--- src/rtl/regbus_arbiter.sv ---
// regbus_arbiter: two-host round-robin arbiter and single-transaction
// sequencer for the 32-bit register/memory bus (ADDR/WE/RE/DATA_WR/WSTRB,
// DATA_RD/READY). Each granted transaction ends in a one-cycle done pulse
// carrying read data or a timeout error back to the winning host.
module regbus_arbiter #(
    parameter int AW      = 32,
    parameter int DW      = 32,
    parameter int TIMEOUT = 16
) (
    input  logic            clk,
    input  logic            rst,
    input  logic            h0_req,
    input  logic            h0_we,
    input  logic [AW-1:0]   h0_addr,
    input  logic [DW-1:0]   h0_wdata,
    input  logic [DW/8-1:0] h0_wstrb,
    output logic            h0_done,
    output logic [DW-1:0]   h0_rdata,
    output logic            h0_err,
    input  logic            h1_req,
    input  logic            h1_we,
    input  logic [AW-1:0]   h1_addr,
    input  logic [DW-1:0]   h1_wdata,
    input  logic [DW/8-1:0] h1_wstrb,
    output logic            h1_done,
    output logic [DW-1:0]   h1_rdata,
    output logic            h1_err,
    output logic [AW-1:0]   bus_addr,
    output logic [DW-1:0]   bus_wdata,
    output logic [DW/8-1:0] bus_wstrb,
    output logic            bus_we,
    output logic            bus_re,
    input  logic [DW-1:0]   bus_rdata,
    input  logic            bus_ready
);
    localparam int SW = DW/8;
    // Terminal count: ACCESS cycle index at which a missing READY ends the access.
    localparam logic [7:0] TO_LAST = 8'(TIMEOUT - 1);

    typedef enum logic [1:0] {IDLE, ACCESS, RESP} state_t;

    typedef struct packed {
        logic          we;
        logic [AW-1:0] addr;
        logic [DW-1:0] wdata;
        logic [SW-1:0] wstrb;
    } req_t;

    typedef struct packed {
        logic [DW-1:0] rdata;
        logic          err;
    } rsp_t;

    state_t     state, state_nxt;
    logic       gnt, gnt_nxt, last_gnt;
    logic       grant_en, acc_ok, acc_to;
    logic       we_q;
    logic [7:0] cnt;
    rsp_t       rsp;
    req_t       h0_r, h1_r, sel;

    assign h0_r = '{we: h0_we, addr: h0_addr, wdata: h0_wdata, wstrb: h0_wstrb};
    assign h1_r = '{we: h1_we, addr: h1_addr, wdata: h1_wdata, wstrb: h1_wstrb};
    assign sel  = gnt_nxt ? h1_r : h0_r;

    // State register
    always_ff @(posedge clk) begin
        if (rst) state <= IDLE;
        else     state <= state_nxt;
    end

    // Next state, grant decision and qualified strobes / host responses
    always_comb begin
        state_nxt = state;
        gnt_nxt   = gnt;
        grant_en  = 1'b0;
        acc_ok    = 1'b0;
        acc_to    = 1'b0;
        case (state)
            IDLE: begin
                if (h0_req || h1_req) begin
                    grant_en  = 1'b1;
                    state_nxt = ACCESS;
                    // On a tie the host that did not win last time goes first.
                    gnt_nxt   = (h0_req && h1_req) ? ~last_gnt : h1_req;
                end
            end
            ACCESS: begin
                if (bus_ready) begin
                    acc_ok    = 1'b1;
                    state_nxt = RESP;
                end else if (cnt == TO_LAST) begin
                    acc_to    = 1'b1;
                    state_nxt = RESP;
                end
            end
            RESP:    state_nxt = IDLE;
            default: state_nxt = IDLE;
        endcase

        bus_we   = (state == ACCESS) &&  we_q;
        bus_re   = (state == ACCESS) && !we_q;
        h0_done  = (state == RESP) && !gnt;
        h1_done  = (state == RESP) &&  gnt;
        h0_rdata = h0_done ? rsp.rdata : '0;
        h1_rdata = h1_done ? rsp.rdata : '0;
        h0_err   = h0_done && rsp.err;
        h1_err   = h1_done && rsp.err;
    end

    // Request latch on grant, wait counter and response capture
    always_ff @(posedge clk) begin
        if (rst) begin
            gnt       <= 1'b0;
            last_gnt  <= 1'b1;
            we_q      <= 1'b0;
            bus_addr  <= '0;
            bus_wdata <= '0;
            bus_wstrb <= '0;
            cnt       <= '0;
            rsp       <= '0;
        end else begin
            if (grant_en) begin
                gnt       <= gnt_nxt;
                last_gnt  <= gnt_nxt;
                we_q      <= sel.we;
                bus_addr  <= sel.addr;
                bus_wdata <= sel.wdata;
                bus_wstrb <= sel.wstrb;
                cnt       <= '0;
            end
            if (state == ACCESS) begin
                if (acc_ok) begin
                    rsp.rdata <= we_q ? '0 : bus_rdata;
                    rsp.err   <= 1'b0;
                end else if (acc_to) begin
                    rsp.rdata <= '0;
                    rsp.err   <= 1'b1;
                end else begin
                    cnt <= cnt + 8'd1;
                end
            end
        end
    end

endmodule
--- config.mk ---
export PLATFORM = sky130hd
export DESIGN_NAME = regbus_arbiter
export DESIGN_NICKNAME = d
export VERILOG_FILES = /design/src/rtl/regbus_arbiter.sv
export SDC_FILE = /design/constraint.sdc
export NUM_CORES = 1
export LEC_CHECK = 0
export ABC_AREA = 1
export BUFFER_PORTS_ARGS = -buffer_cell sky130_fd_sc_hd__buf_2
export CORE_MARGIN = 4
export CORE_UTILIZATION = 31
export CTS_CLUSTER_DIAMETER = 120
export CTS_CLUSTER_SIZE = 16
export DETAILED_ROUTE_END_ITERATION = 10
export SETUP_SLACK_MARGIN = 0.3
export SLEW_MARGIN = 20
export SYNTH_ARGS = -nofsm -noshare
export SYNTH_HDL_FRONTEND = slang
export SYNTH_SLANG_ARGS = --single-unit
--- constraint.sdc ---
create_clock -name clk -period 1.55 [get_ports clk]
set_input_delay 0.0775 -clock clk [delete_from_list [all_inputs] [get_ports clk]]
set_output_delay 0.0775 -clock clk [all_outputs]
set_load 0.005 [all_outputs]
Word-level counts from Yosys, hierarchy flattened
Index checks and enable logic that the tools add are counted.

cells by class
  add/subtract/negate cells = 1
  equal/unequal tests = 5
  mux-type cells = 24
  bitwise gates (word level) = 1
  reductions and logical operators = 14

operators with widths
  kind                 number
  $mux 32              3
  $mux 69              1
  $mux 33              2
  $mux 8               4
  $mux 1               10
  $add 8x1->8 const B  1
  $eq 8x4->1 const B   1
  $logic_and 1x1->1    7
  $mux 2               3
  $pmux 2 s2           1
  $reduce_and 2->1     2
  $ne 3x3->1 const B   1
  $eq 2x1->1 const B   1
  $eq 2x2->1 const B   1
  $logic_not 1->1      2
  $logic_not 2->1      1
  $ne 2x2->1 const B   1
  $reduce_bool 2->1    1
  $logic_or 1x1->1     1
  $not 1->1            1

storage, ports and cells
  bits in registers = 114
  input port bits = 175
  output and inout port bits = 138

Depth between registers and ports, before layout
  word-level depth = 7
  depth in mapped cells = 9
  gate-level depth less buffers = 8

Worst setup path before layout
No wires, ideal clock.

  kind = register to register
  start = register cnt[0]
  end = register rsp[13] (netlist name)
  setup time = 0.136 ns
  arrival = 1.214 ns
  data required time = 1.414 ns
  slack = 0.200 ns
  cell stages (with the launch flop) = 8
  path buffers = 1
  path through = dfxtp_1 ha_1 nand3_1 o21bai_1 nand2_2 buf_2 nand2_1 a21oi_2

between the ends
  cells in the longest elaborated chain, start to end = 6

RTL lines
  what                         RTL line  source
  from (decl)                  58        logic [7:0] cnt;
  from (signal assigned)       140       cnt <= cnt + 8'd1;
  $eq 8x4->1                   92        end else if (cnt == TO_LAST) begin
  $mux 1                       92
  $mux 1                       89        if (bus_ready) begin
  $mux 1                       79        case (state)
  $reduce_bool 2->1 (no line)  n/a
  $reduce_and 2->1 (no line)   n/a
  to (decl)                    59        rsp_t rsp;

Every way passes these cells.
A chain may end at the register's enable or synchronous reset.

Worst setup path after layout
  start = register state[0]
  end = output h1_rdata[19]

between the ends
  cells in the longest elaborated chain, start to end = 3

RTL lines
  what                    RTL line  source
  from (decl)             54        state_t state, state_nxt;
  from (signal assigned)  69        else state <= state_nxt;
  $eq 2x2->1              104       h1_done = (state == RESP) && gnt;
  $logic_and 1x1->1       104
  $mux 32                 106       h1_rdata = h1_done ? rsp.rdata : '0;
  to (decl)               26        output logic [DW-1:0] h1_rdata,

Every way passes these cells.

==> qor.txt <==
Core ar. - 18,700 sq um
Synth Area in Simple Gates - 26.7%
Gate Count Post-Synth - 948
Final ANT Viol Nets - 0
async set or reset register ratio after synthesis - 0%
Avg WL per Cell - 16.6 um
clock root cell - clkbuf_16
most common flop cell mapped by yosys - dfxtp_1
PwrDens - 941 nW/um^2
Synth warnings - 0
vias - 7,968
die area - 21,300 sq um
TritonCTS clock tree - built
worst-path cell chain - nor3_4 > inv_4 > clkbuf_16 > nor2_4 > buf_2
P_leak - 6.09 nW
design area - 11,800 sq um
max-cap violations - 0
Row Count - 50
synthesized area per cell - 6.22 sq um
initial drt markers - 405
CP Launch Type - flop
RD Place Congestion - 0.783
clk sinks - 114
count leader, synth - nand2_1
area grow syn2layout - 100%
hold path cells - 4
endpoint arrival time on the critical path - 1540 ps
clk buf depth - 2
worst hold slack - 11.3 ps
FF+latch count, synth - 114
largest family of logic cells by synthesized area - simple AND/OR/NAND/NOR gates
crit-path leading delay family - buffers and inverters
hold crit path type - input pin to flop
CP bufs+invs - 3
RSZ-0062 raised after global routing - yes
largest fanout on the critical path - 8
Levels on crit path - 5
post-synthesis compound-gate area fraction - 16.8%
Relative slew margins - 59.8%
DRC - 0
DR vias/cell - 4.71
vias in the first global route - 7,849
setup ws final - -68.1 ps
Synthesized Nets - 1,124
mux cell area share after synthesis - 0%
I/O Pins - 313
GRT overflow - 0
CP max stage cell - dfxtp_4
layout cells sized above 1 - 42.7%
Clock Skews - 7.42 ps
Final TNS setup - -1650 ps
clk slew on worst S/H paths - 60 ps
CP endpoint kind - output pin
worst-case reg-to-reg path depth - 10
Port-buffer cells - 312
Slew @ Worst Pin - 603 ps
Placed Area - 7700 sq um
post-synthesis sequential area ratio - 38.7%
Final Hold Viols - 0
Layout Cells excl Fill - 1,691
area leader, netlist - dfxtp_1
final setup vio count - 60
Post-synth top cells - 285 x nand2_1, 191 x inv_1, 114 x dfxtp_1, 93 x a21oi_1, 88 x nor2_1
final WL - 28,100 um
Required @ worst endpoint - 1470 ps
Post-DP HPWL - 13,500 um
clk_lat worst skew - 410 ps
Die X - 146 um
H-tree depth - 4
die height - 146 um
run status - finished, violations left
kind of critical path - flop to output pin
initial antenna violation count - 1
f_max - 618 MHz
violated checks - setup timing
worst slack at placement - 171 ps
period utilization - 104%
pin count of the biggest net entering global routing - 71
fin crit period - 1620 ps
post-synthesis adder-cell area fraction - 0.212%
Unique masters post-synth - 28
Post-Synth XOR/XNOR Area - 0%
largest cells by area after synthesis - dfxtp_1 39%, nand2_1 18%, inv_1 12%, a21oi_1 7.9%, o21ai_0 6.3%
top cell type's share of synthesized area - 38.7%
starting density of the core - 31.5%
first-pass GRT wire length - 38,900 um
Detailed Routing Iterations Pass 1 - 5
GRT Util Overall - 22.3%
number of synthesized flops with an enable pin - 0
Synth Cell Area - 5900 sq um
dpl cells - 1,456
Num CTS Buffers - 17
Layout Nets - 1,619
max incr delay on CP - 370 ps
Max Slew Vio Count - 0
Worst VDD drop - 0.000781 V
-- path summary, 6_finish.rpt --
check | slack [ps] | to | start
min reg2reg | 460 | rsp[7]$_SDFFE_PP0P_ | rsp[7]$_SDFFE_PP0P_
max | -70 | h1_rdata[19] | state[0]$_SDFFE_PP0P_
max reg2reg | -40 | bus_addr[23]$_SDFFE_PP0P_ | state[1]$_SDFFE_PP0P_
min | 10 | rsp[0]$_SDFFE_PP0P_ | bus_ready
-- what timing repair did --
action,4_1_cts,5_1_grt
setup endpoints to repair,182,184
hold buffers,118,0
gates resized for setup,118,154
cloned,22,24
endpoints found under the hold margin,80,0
buffers inserted,25,13
pin swaps,18,23
-- cells in the final DEF (no fill, tap or decap), types with 20 or more instances in the layout --
cell type,netlist,final
a21oi_1,93,56
a21oi_2,14,51
buf_12,0,23
buf_16,0,25
buf_2,17,310
buf_4,2,20
clkbuf_16,0,30
dfxtp_1,114,109
dlygate4sd3_1,0,118
inv_1,191,186
nand2_1,285,238
nand2_2,7,45
nor2_1,88,43
nor2_2,1,27
nor2_4,2,21
o21ai_0,74,51
o21ai_1,4,22
-- power by group --
| group | switching, W | internal, W | total [W] |
|---|---|---|---|
| clock network | 0.00142 | 0.00286 | 0.00428 |
| logic | 0.00166 | 0.00182 | 0.00347 |
| registers | 0.000149 | 0.00321 | 0.00336 |
-- per-layer routing --
layer | track usage [%] | share of wire (%) | vias to the layer above
met1 | 24.2 | 38 | 3614
met5 | 0 | 0 | -
met2 | 39.9 | 50 | 411
met3 | 7.19 | 8.6 | 88
li1 | - | - | 3855
met4 | 9.45 | 4.2 | 0
-- state kept, by name, summed over array words and instances, names as in the netlist --
signal / count
bus_wdata: 32
cnt: 8
state: 2
we_q: 1
rsp: 33
last_gnt: 1
bus_wstrb: 4
gnt: 1
bus_addr: 32
-- logic make-up (layout without fill, tap and decap cells) --
logic type / after synthesis / count (layout)
AOI/OAI and AO/OA: 187 / 187
adders and majority gates: 1 / 1
buffers and inverters: 248 / 755
DFF: 114 / 114
other: 0 / 1
and+or+nand+nor: 398 / 399
-- layout make-up --
class,count,area (sq um)
Clock buffer,23,488
Timing Repair inverter,1,16.3
Antenna cell,1,2.50
Multi-Input combinational cell,587,3210
Inverter,194,759
Tap cell,234,293
Timing Repair Buffer,528,4590
Sequential cell,114,2290
Clock inverter,9,151
Fill cell,1527,6900
-- metrics by stage --
step | util [%] | total power, W
after global placement | 41.2 | 0.00512
after global routing | 63.1 | 0.0116
final | 63.1 | 0.0111
after CTS | 57.5 | 0.0105
after detailed placement | 41.2 | 0.00512
after floorplan | - | 0.00437
-- worst min-delay path, stage by stage --
cell and delay, ps:
buf_2 130, nor2_4 50, nand2_1 70, a21oi_2 50
No activity file was read; power rests on OpenSTA's default activity.
